==> config.mk <==
export PLATFORM = sky130hd
export DESIGN_NAME = prog_sequencer
export DESIGN_NICKNAME = d
export VERILOG_FILES = /design/src/rtl/prog_sequencer.sv
export SDC_FILE = /design/constraint.sdc
export NUM_CORES = 1
export LEC_CHECK = 0
export ABC_AREA = 1
export CAP_MARGIN = 20
export CELL_PAD_IN_SITES_DETAIL_PLACEMENT = 0
export CELL_PAD_IN_SITES_GLOBAL_PLACEMENT = 1
export CORE_UTILIZATION = 37
export CTS_CLUSTER_SIZE = 28
export DETAILED_ROUTE_END_ITERATION = 8
export PLACE_DENSITY = 0.85
export SLEW_MARGIN = 20
export SYNTH_ARGS = -nofsm -noshare
export SYNTH_HDL_FRONTEND = slang
export SYNTH_SLANG_ARGS = --single-unit
==> constraint.sdc <==
create_clock -name Clk -period 2.3 [get_ports Clk]
set_input_delay 0.345 -clock Clk [delete_from_list [all_inputs] [get_ports Clk]]
set_output_delay 0.345 -clock Clk [all_outputs]
set_load 0.005 [all_outputs]
==> src/rtl/prog_sequencer.sv <==
// Program-flow sequencer: PC, conditional/absolute/relative branches, call/return stack,
// Start/Ack handshake and run-cycle counter. Define SEQ_BRANCH_CNT_EN to add the BranchCt output.
module prog_sequencer #(
  parameter int PC_W    = 10,
  parameter int TGT_W   = 8,
  parameter int STACK_D = 4,
  parameter int CNT_W   = 16
) (
  input  logic             Clk,
  input  logic             Reset,
  input  logic             Start,
  input  logic [PC_W-1:0]  StartAddr,
  input  logic             Halt,
  input  logic             Jump,
  input  logic [1:0]       Cond,
  input  logic             AbsOrRel,
  input  logic [TGT_W-1:0] Target,
  input  logic             Call,
  input  logic             Ret,
  input  logic             Zero,
  input  logic             Negative,
  output logic [PC_W-1:0]  ProgCtr,
  output logic             Taken,
  output logic             Ack,
  output logic [CNT_W-1:0] CycleCt,
  output logic             StackErr,
  output logic [1:0]       DbgState
`ifdef SEQ_BRANCH_CNT_EN
  ,
  output logic [CNT_W-1:0] BranchCt
`endif
);

  // Start/Ack handshake: Start is a level; Ack rises on Halt and only clears while in LOAD.
  typedef enum logic [1:0] {IDLE, LOAD, RUN, DONE} stateE;

  localparam int SP_W  = $clog2(STACK_D + 1);
  localparam int IDX_W = (STACK_D > 1) ? $clog2(STACK_D) : 1;

  stateE           state;
  logic [PC_W-1:0] retStack [STACK_D];
  logic [SP_W-1:0] stackPtr;
  logic            stackEmpty, stackFull, condTrue, runActive, pushEn;
  logic [IDX_W-1:0] topIdx, pushIdx;
  logic [PC_W-1:0] pcInc, absTgt, relTgt;

  assign DbgState   = state;
  assign stackEmpty = (stackPtr == '0);
  assign stackFull  = (stackPtr == SP_W'(STACK_D));
  assign topIdx     = IDX_W'(stackPtr - SP_W'(1));
  assign pushIdx    = IDX_W'(stackPtr);
  assign pcInc      = ProgCtr + PC_W'(1);
  assign absTgt     = PC_W'(Target);
  assign relTgt     = ProgCtr + PC_W'($signed(Target));
  assign runActive  = (state == RUN) && !Start && !Halt;
  assign pushEn     = runActive && !Ret && Call && !stackFull;

  always_comb begin
    condTrue = 1'b1;
    case (Cond)
      2'b00:   condTrue = !Zero && !Negative;
      2'b01:   condTrue = !Zero && Negative;
      2'b10:   condTrue = Zero;
      default: condTrue = 1'b1;
    endcase
  end

  always_comb begin
    Taken = 1'b0;
    if (runActive) begin
      if (Ret)       Taken = !stackEmpty;
      else if (Call) Taken = 1'b1;
      else if (Jump) Taken = condTrue;
    end
  end

  // Stack storage needs no reset; only the pointer defines validity.
  always_ff @(posedge Clk) begin
    if (pushEn) retStack[pushIdx] <= pcInc;
  end

  always_ff @(posedge Clk or negedge Reset) begin
    if (!Reset) begin
      state    <= IDLE;
      ProgCtr  <= '0;
      Ack      <= 1'b0;
      CycleCt  <= '0;
      StackErr <= 1'b0;
      stackPtr <= '0;
`ifdef SEQ_BRANCH_CNT_EN
      BranchCt <= '0;
`endif
    end else begin
      case (state)
        IDLE, DONE: begin
          if (Start) state <= LOAD;
        end
        LOAD: begin
          ProgCtr  <= StartAddr;
          CycleCt  <= '0;
          Ack      <= 1'b0;
          StackErr <= 1'b0;
          stackPtr <= '0;
`ifdef SEQ_BRANCH_CNT_EN
          BranchCt <= '0;
`endif
          if (!Start) state <= RUN;
        end
        RUN: begin
          if (Start) begin
            state <= LOAD;
          end else if (Halt) begin
            Ack   <= 1'b1;
            state <= DONE;
          end else begin
            if (CycleCt != '1) CycleCt <= CycleCt + CNT_W'(1);
`ifdef SEQ_BRANCH_CNT_EN
            if (Taken && (BranchCt != '1)) BranchCt <= BranchCt + CNT_W'(1);
`endif
            if (Ret) begin
              if (!stackEmpty) begin
                ProgCtr  <= retStack[topIdx];
                stackPtr <= stackPtr - SP_W'(1);
              end else begin
                ProgCtr  <= pcInc;
                StackErr <= 1'b1;
              end
            end else if (Call) begin
              // A call on a full stack still jumps; only the return address is lost.
              if (!stackFull) stackPtr <= stackPtr + SP_W'(1);
              else            StackErr <= 1'b1;
              ProgCtr <= absTgt;
            end else if (Jump && condTrue) begin
              ProgCtr <= AbsOrRel ? absTgt : relTgt;
            end else begin
              ProgCtr <= pcInc;
            end
          end
        end
        default: state <= IDLE;
      endcase
    end
  end

endmodule

==> impl_metrics.toml <==
[run_status]
outcome = "finished clean"

[timing]
finalHoldViolations = 0
setup-tns-final_ps = 0
setup_ws_ps = 153.1
worst_pin_slew_ps = 515.8
grt_setup_unrepaired = "false"
fmax_mhz = 465.8
finalCriticalPeriod_ps = 2147
relSlewSlack_pct = 65.35
worst_hold_slack_ps = 422.2
skew_ps = 8.319
setup_viol = 0
min_period_over_period_pct = 93.34
drv_slew = 0

[floorplan]
die_w_um = 113.7
die_y_um = 113.7
start_util_pct = 38.12
io-pin-count = 61
core_sq_um = 12110
rows = 40
die_area_sq_um = 12930

[synthesis]
syn-cell-area_sq_um = 4617
synth_edf_count = 40
ys_ff_latch = 73
yosysSeqAreaShare_pct = 43.90
yosysUniqueCellTypes = 44
synth_area_leaders = "edfxtp_1 (26%), dfrtp_1 (18%), nand2_1 (12%)"
async_flop_share_pct = 45.21
synthFlopType = "edfxtp_1"
syn_avg_cell_area_sq_um = 8.029
ys_warn_count = 0
netlist.top_cell.by_area = "edfxtp_1"
synth_top_area_share_pct = 26.02
synth_nets = 626
synthCells = 575

[power_and_ir_drop]
total_power_mw = 6.242
combPwrFrac_pct = 46.4
pwr-share-seq_pct = 30.3
pwr-share-clk_pct = 23.2
p_int_mw = 3.643
swShare_pct = 41.64
p_sw_mw = 2.599
power_density_nw_per_um2 = 1070
power.leakage_nw = 2.447
peakVddDrop_v = 0.0004222

[setup_path]
r2r_setup_slack_ps = 330
crit_required_ps = 1960
worst_r2r_startpoint = "ProgCtr[1]"
cp-end-kind = "output port"
rr_endpoint = "ProgCtr[8]"
crit_type = "input port to output port"
worst-endpoint-arrival_ps = 1800
worstSetupStartpointType = "input port"
cp_max_fo = 3
worst-r2r-cell-count = 9

[detailed_routing]
via_per_inst = 5.115
wirelength_um = 12050
first_pass_iters = 4
vias = 4225
drt-wirelength-per-cell_um = 14.59
drt_first_iter_violations = 308
drc = 0
ant_nets = 0

[clock_tree]
cts_root_buffer = "clkbuf_16"
cts_buffer_depth = 2
htree_levels = 3
cts_tree = "yes"
postCtsHoldBufs = 0
cts_buffers = 9
cts.sinks = 73
clock_latency_ps = 340
cts.clk_slew.worst_paths_ps = 60

[placement]
port_buffers = 60
gp_congestion = 0.8438
dp_slack_ps = -55.53
dp_hpwl_um = 8896
postPlaceCellArea_sq_um = 5515

[grt]
grt_pass1_wl_um = 20280
grt_start_max_net_pins = 34
grt_pass1_vias = 4012
antenna_found_initial = 0
grtUsageTotal_pct = 20.18
overflow = 0

[final_layout]
final_nets = 704
final_cell_area_sq_um = 5834
multi_input_area_sq_um = 2256
n_fill_cell = 1209
layout_commonest_cell = "nand2_1"
register_area_sq_um = 2027
drive_above_1_share_pct = 9.574
mostFrequentLayoutCells = "nand2_1 (143), inv_1 (63), nor2_1 (62)"
syn_to_final_growth_pct = 26.37
n_antenna_cell = 0

[job]
max-cap-violations = 0

[hold_path]
min_path_type = "input port to asynchronous set/reset pin"
## repair_timing
item	4_1_cts	5_1_grt
endpoints found under the setup margin	1	0
setup buffers	1	0
gates resized for setup	2	0
## Yosys cell counts (3+ instances only)
| cell | n |
|---|---|
| ha_1 | 20 |
| nor3_1 | 6 |
| o31ai_1 | 9 |
| edfxtp_1 | 40 |
| o22ai_1 | 10 |
| xnor2_1 | 3 |
| o21ai_1 | 7 |
| o211ai_1 | 5 |
| nand4_1 | 11 |
| a31o_2 | 5 |
| nor2_1 | 62 |
| nand3_1 | 34 |
| xor2_1 | 13 |
| clkbuf_1 | 12 |
| inv_2 | 4 |
| nand3b_1 | 3 |
| inv_1 | 63 |
| nand2_1 | 143 |
| o21ai_0 | 33 |
| nor3_2 | 4 |
| a21oi_1 | 28 |
| dfrtp_1 | 33 |
## flip-flops by register name, summed over array words and instances (netlist names)
signal,flops
ProgCtr,10
Ack,1
DbgState,2
stackPtr,3
CycleCt,16
StackErr,1
retStack,40
## critical path, stage by stage
cell             delay, ps
clkdlybuf4s50_1        480
inv_1                   40
nand2_1                 50
nand2_1                 70
or2_1                  240
nand2_2                100
nand2_1                 50
nand2_1                 90
nor2_1                  70
dlygate4sd2_1          260
## power by group through the flow
stage | logic [mW] | registers (mW) | clock network [mW]
after floorplan | 1.90 | 1.87 | 0
after detailed placement | 2.86 | 1.92 | 0
after CTS | 2.90 | 1.89 | 1.48
after global routing | 3.29 | 1.93 | 1.54
after global placement | 2.78 | 1.91 | 0
final | 2.90 | 1.89 | 1.45
## worst max path at each step
| stage | from | endpoint | slack, ps | cells after the start |
|---|---|---|---|---|
| 2_1_floorplan | stackPtr[0] | retStack[1][0] | 120 | 7 |
| 3_3_place_gp | Zero | Taken | -30 | 10 |
| 3_5_place_dp | Zero | Taken | -60 | 10 |
| 4_1_cts | Zero | Taken | 140 | 10 |
| 5_1_grt | Zero | Taken | 50 | 10 |
| 6_report | Zero | Taken | 150 | 10 |
## cells by family (layout without fill, tap and decap cells)
group	count (synthesis)	in the layout	synth area share, %
AOI/OAI and AO/OA	107	107	14.01
xor gates and xnor gates	16	16	3.035
adders and majority gates	21	21	5.854
buffers and inverters	84	167	7.290
DFF	73	73	43.90
and+or+nand+nor	274	274	25.91
## routing by layer
layer	track usage [%]	wire, um	part of all wire [%]	up-vias
li1	-	-	-	2100
met1	27.83	5810	48	2010
met2	32.24	5572	46	100
met3	3.401	505	4.2	15
met4	6.667	161	1.3	0
met5	0	0	0	-
## layout make-up
class | instances | share of cell area, %
clock buffers | 10 | 4.096
well taps | 168 | 3.603
clock inverters | 6 | 1.222
repair buffers | 84 | 13.36
inverters | 67 | 4.311
multi-input cells | 418 | 38.67
flip-flops and latches | 73 | 34.74
## per-stage QoR
stage                     cells  utilization [%]
after floorplan             575                -
after global placement      809            45.54
after detailed placement    809            45.54
after CTS                   826            48.17
after global routing        826            48.17
final                       826            48.17
(Power assumes the default switching activity.)
